### src/rtl/ccip_wr_engine.sv
// CCI-P c1 host-write issue stage: streams num_lines upstream lines as single-line WrLine requests.
// Optional job cycle counter on perf_cycles when CCIP_WR_ENGINE_PERF_EN is defined.
module ccip_wr_engine #(
  parameter int unsigned MAX_OUTSTANDING = 32,
  parameter int unsigned LINES_W         = 16
) (
  input  logic               clk,
  input  logic               rst,
  input  logic               start,
  input  logic [41:0]        base_cl_addr,
  input  logic [LINES_W-1:0] num_lines,
  input  logic               wr_data_valid,
  input  logic [511:0]       wr_data,
  output logic               wr_data_ready,
  input  logic               c1_tx_alm_full,
  output logic               c1_tx_valid,
  output logic [41:0]        c1_tx_addr,
  output logic [15:0]        c1_tx_mdata,
  output logic [511:0]       c1_tx_data,
  input  logic               c1_rx_rsp_valid,
  output logic               busy,
  output logic               done,
  output logic [LINES_W-1:0] lines_acked,
  output logic [31:0]        perf_cycles
);

  localparam int unsigned OutW = $clog2(MAX_OUTSTANDING + 1);
  localparam logic [OutW-1:0] OutMax = OutW'(MAX_OUTSTANDING);

  typedef enum logic [1:0] {StIdle, StIssue, StDrain, StDone} state_e;

  state_e             state_q;
  logic [41:0]        base_q;
  logic [LINES_W-1:0] total_q;
  logic [LINES_W-1:0] issued_q;
  logic [LINES_W-1:0] acked_q;
  logic [OutW-1:0]    outstanding_q;

  logic accept;
  logic rsp_hit;
  logic last_line;

  assign busy        = (state_q == StIssue) || (state_q == StDrain);
  assign done        = (state_q == StDone);
  assign lines_acked = acked_q;

  // Ready depends only on registered state and alm_full, never on wr_data_valid.
  assign wr_data_ready = (state_q == StIssue) && (issued_q < total_q) && !c1_tx_alm_full &&
                         (outstanding_q < OutMax);
  assign accept        = wr_data_ready && wr_data_valid;
  // Responses outside an active job, or beyond the line count, are dropped.
  assign rsp_hit       = c1_rx_rsp_valid && busy && (acked_q < total_q);
  assign last_line     = (issued_q + LINES_W'(1)) == total_q;

  always_ff @(posedge clk or posedge rst) begin
    if (rst) begin
      state_q       <= StIdle;
      base_q        <= '0;
      total_q       <= '0;
      issued_q      <= '0;
      acked_q       <= '0;
      outstanding_q <= '0;
      c1_tx_valid   <= 1'b0;
      c1_tx_addr    <= '0;
      c1_tx_mdata   <= '0;
      c1_tx_data    <= '0;
    end else begin
      c1_tx_valid <= accept;
      if (accept) begin
        c1_tx_addr  <= base_q + 42'(issued_q);
        c1_tx_mdata <= 16'(issued_q);
        c1_tx_data  <= wr_data;
        issued_q    <= issued_q + LINES_W'(1);
      end

      if (rsp_hit) begin
        acked_q <= acked_q + LINES_W'(1);
      end

      if (accept && !rsp_hit) begin
        outstanding_q <= outstanding_q + OutW'(1);
      end else if (!accept && rsp_hit && (outstanding_q != '0)) begin
        outstanding_q <= outstanding_q - OutW'(1);
      end

      unique case (state_q)
        StIdle: begin
          if (start) begin
            base_q        <= base_cl_addr;
            total_q       <= num_lines;
            issued_q      <= '0;
            acked_q       <= '0;
            outstanding_q <= '0;
            state_q       <= (num_lines == '0) ? StDone : StIssue;
          end
        end
        StIssue: begin
          if (accept && last_line) begin
            state_q <= StDrain;
          end
        end
        StDrain: begin
          if (acked_q == total_q) begin
            state_q <= StDone;
          end
        end
        StDone: begin
          state_q <= StIdle;
        end
        default: begin
          state_q <= StIdle;
        end
      endcase
    end
  end

`ifdef CCIP_WR_ENGINE_PERF_EN
  logic [31:0] perf_q;

  // Stops counting in DONE, so the final job length holds until the next start.
  always_ff @(posedge clk or posedge rst) begin
    if (rst) begin
      perf_q <= '0;
    end else if ((state_q == StIdle) && start) begin
      perf_q <= '0;
    end else if (busy && (perf_q != 32'hFFFF_FFFF)) begin
      perf_q <= perf_q + 32'd1;
    end
  end

  assign perf_cycles = perf_q;
`else
  assign perf_cycles = 32'd0;
`endif

endmodule

### config.mk
export PLATFORM = sky130hd
export DESIGN_NAME = ccip_wr_engine
export DESIGN_NICKNAME = d
export VERILOG_FILES = /design/src/rtl/ccip_wr_engine.sv
export SDC_FILE = /design/constraint.sdc
export NUM_CORES = 2
export LEC_CHECK = 0
export ABC_AREA = 1
export ABC_CLOCK_PERIOD_IN_PS = 50200
export BUFFER_PORTS_ARGS = -buffer_cell sky130_fd_sc_hd__buf_2
export CORE_AREA = 2 2 473 475
export CTS_CLUSTER_SIZE = 25
export DETAILED_ROUTE_END_ITERATION = 6
export DIE_AREA = 0 0 475 477
export SLEW_MARGIN = 10
export SYNTH_ARGS = -nofsm -noshare
export SYNTH_HDL_FRONTEND = slang
export SYNTH_SLANG_ARGS = --single-unit
### constraint.sdc
create_clock -name clk -period 50.2 [get_ports clk]
set_input_delay 7.53 -clock clk [delete_from_list [all_inputs] [get_ports clk]]
set_output_delay 7.53 -clock clk [all_outputs]
set_load 0.005 [all_outputs]
==> results.json <==
{
  "status": "finished, final reports clean",
  "htreeDepth": 3,
  "finalCriticalPeriod_ns": 16.09,
  "path_class": "in2out",
  "wire_per_inst_um": 25.3,
  "critPathArrivalTime_ns": 8.56,
  "grt_use_met2_pct": 29.4,
  "cap_viol_max_count": 0,
  "worst_setup_path_end_kind": "primary output",
  "slew_viol_final": 0,
  "synth_edf_count": 0,
  "grt_pass1_vias": 26005,
  "num_rows": 173,
  "cts_max_path_buffers": 3,
  "setup_viol": 0,
  "register_area_um2": 16700,
  "p_per_area_nw_per_um2": 59.7,
  "max_freq_mhz": 62.2,
  "clk_latency_ns": 0.72,
  "grt_setup_unrepaired": "false",
  "setup_slack_ns": 34.11,
  "place.gp.congestion": 0.950,
  "worst-path-buf-inv": 3,
  "wirelength_um": 194000,
  "area_delta_synth_final_pct": 42.8,
  "critical-path-max-stage-delay_ns": 0.34,
  "groute.layer.met1.usage_pct": 17.3,
  "die_h_um": 477,
  "cts_root_buffer": "clkbuf_16",
  "cts_tree": "yes",
  "power.share.clock_pct": 29.4,
  "grt_pass1_wl_um": 249000,
  "grt_start_max_net_pins": 187,
  "avgViaCountPerCell": 3.61,
  "crit_path_top_delay_cell": "nor4_1",
  "fin_skew_ns": 0.0250,
  "final_antenna_net_count": 0,
  "p_switching_mw": 0.974,
  "min_path_type": "reg2reg",
  "grt-busiest-layer": "met2",
  "crit_fanout": 2,
  "postCtsSetupBuffers": 0,
  "tightest_slew_ns": 1.24,
  "worst_setup_path_start_kind": "primary input",
  "power_mw": 2.45,
  "fill_cells": 25237,
  "place_ws_ns": 34.08,
  "yosysUniqueCellTypes": 45,
  "grt_usage_pct": 16.6,
  "peakVddDrop_v": 0.0000356,
  "antenna_found_initial": 303,
  "ys_async_sr_fraction_pct": 100,
  "clk_pin_slew_ns": 0.05,
  "synth_top_area_share_pct": 58.3,
  "layout.nets": 5191,
  "grt_overflow": 0,
  "multi_input_area_um2": 10600,
  "postSynthAreaPerCell_um2": 8.39,
  "p_leak_nw": 22.9,
  "cp.required_ns": 42.67,
  "dp_hpwl_um": 161000,
  "hold_violations": 0,
  "core_um2": 221000,
  "io_pins": 1198,
  "relSlewSlack_pct": 17.4,
  "grt_util_met3_pct": 7.88,
  "synthCells": 3420,
  "period_share_pct": 32.0,
  "switching_share_pct": 39.8,
  "die-area_um2": 227000,
  "die_x_um": 475,
  "cts_made_buffers": 94,
  "cts.repair.resized": 0,
  "synth_area_um2": 28700,
  "synth_top_area_cell": "dfrtp_1",
  "drt_iter0_drc": 2022,
  "cts_sinks": 669,
  "synth_top_flop_cell": "dfrtp_1",
  "via_count": 27642,
  "finalSetupTns_ns": 0,
  "holdBufCountCts": 0,
  "pwr-share-comb_pct": 34.8,
  "yosysSeqAreaShare_pct": 58.3,
  "pwr-share-seq_pct": 35.8,
  "layout-drive-gt1-share_pct": 29.4,
  "start_util_pct": 13.0,
  "io_buffers": 1165,
  "cell_internal_pwr_mw": 1.47,
  "crit_top_cell": "buf_2",
  "yosysWarningCount": 0,
  "worstPathCellList": "buf_2 > nor4_1 > nand3_1 > a21oi_2 > nand2_1 > inv_1 > buf_2",
  "drt_pre_antenna_iters": 5,
  "route.detailed.drc": 0,
  "netlist_top_cells_area": "dfrtp_1, nand2_1, ha_1",
  "cp_top_family": "simple AND/OR/NAND/NOR gates",
  "synth-seq-cells": 669
}
## per-stage QoR
stage	utilization [%]	hold slack, ns	cells	cell area (um2)
finish	18.5	0.470	7659	41000
global route	18.5	0.485	7625	40900
CTS	18.5	0.475	7608	40900
detailed placement	17.0	0.460	7435	37600
global placement	17.0	0.457	7435	37600
floorplan	-	0.455	3451	28800
## routing by layer
layer  up-vias  part of all wire, %
met5         -                 0.38
met4       114                  3.0
met3       538                   12
met2      1411                   50
met1     12668                   35
li1      12911                    -
## path summary, 6_finish.rpt
path	from	end	slack, ns	depth (start not counted)
min reg2reg	c1_tx_data[343]	c1_tx_data[343]	0.47	2
max	c1_tx_alm_full	wr_data_ready	34.11	7
max reg2reg	issued_q[15]	c1_tx_data[96]	45.31	11
min	c1_tx_data[343]	c1_tx_data[343]	0.47	2
max in group asynchronous	rst	c1_tx_data[19]	40.16	5
min in group asynchronous	rst	c1_tx_data[107]	6.94	2
## cell usage in the layout, fill, tap and decap left out, types with 10 or more instances in the layout
| cell | instances |
|---|---|
| ha_1 | 58 |
| a21oi_1 | 55 |
| dfrtp_1 | 669 |
| nand2_1 | 1943 |
| o21ai_0 | 110 |
| buf_2 | 1165 |
| diode_2 | 51 |
| clkbuf_1 | 17 |
| xor2_1 | 35 |
| nand3_1 | 51 |
| xnor2_1 | 14 |
| inv_1 | 111 |
| inv_6 | 10 |
| conb_1 | 32 |
| buf_4 | 21 |
| nor3_1 | 20 |
| nor2_1 | 96 |
| bufinv_16 | 11 |
| clkbuf_16 | 94 |
| nand4_1 | 20 |
| clkbuf_8 | 18 |
## kinds of logic (layout without fill, tap and decap cells)
kind of cell             Yosys count  count (layout)  share of synthesized area, %
AND/OR/NAND/NOR                 2156            2156                          29.0
XOR/XNOR                          49              49                          1.49
adder cells (fa/ha/maj)           59              59                          2.60
buffers and inverters            295            1477                          5.09
AO/OA/AOI/OAI                    191             191                          3.52
flip-flops                       669             669                          58.3
other                              1              83                        0.0131
## sequential cells by signal, indices dropped and copies added, names as in the netlist
name and cells:
c1_tx_mdata 16, c1_tx_data 512, c1_tx_valid 1, base_q 42, issued_q 16, c1_tx_addr 42, state_q 2, lines_acked 16
outstanding_q 6, total_q 16
## synth_stat cells, types with 9 or more instances
cell,n
xnor2_1,14
o21ai_0,110
nand3_1,51
nand4_1,20
ha_1,58
xor2_1,35
dfrtp_1,669
nor2_1,96
a21oi_1,55
nor3_1,20
inv_1,112
clkbuf_1,20
buf_2,96
nand2_1,1943
nor4_1,9
buf_4,58
## area by class of cell
class,count,share of cell area (%)
Tap cell,2975,9.08
Inverter,115,1.09
Clock inverter,44,1.50
Timing Repair Buffer,1189,14.8
Antenna cell,51,0.311
Clock buffer,129,6.50
Sequential cell,669,40.8
Multi-Input combinational cell,2487,25.9
## worst register-to-register path: stages, from the launching register on
cell     delay, ns
dfrtp_1       0.50
ha_1          0.27
nor4_1        0.36
nand3_1       0.14
a21oi_2       0.21
nand3_4       0.14
inv_8         0.43
buf_4         0.90
buf_4         0.89
buf_4         0.71
nand2_1       0.19
nand2_1       0.09
## power groups by stage
stage / clock, mW / sequential, mW / combinational (mW)
after floorplan: 0 / 0.878 / 0.401
final: 0.720 / 0.876 / 0.851
after CTS: 0.751 / 0.875 / 0.884
after global routing: 0.767 / 0.903 / 0.964
after detailed placement: 0 / 0.880 / 0.880
after global placement: 0 / 0.876 / 0.876
Power figures use the tool's default switching activity.
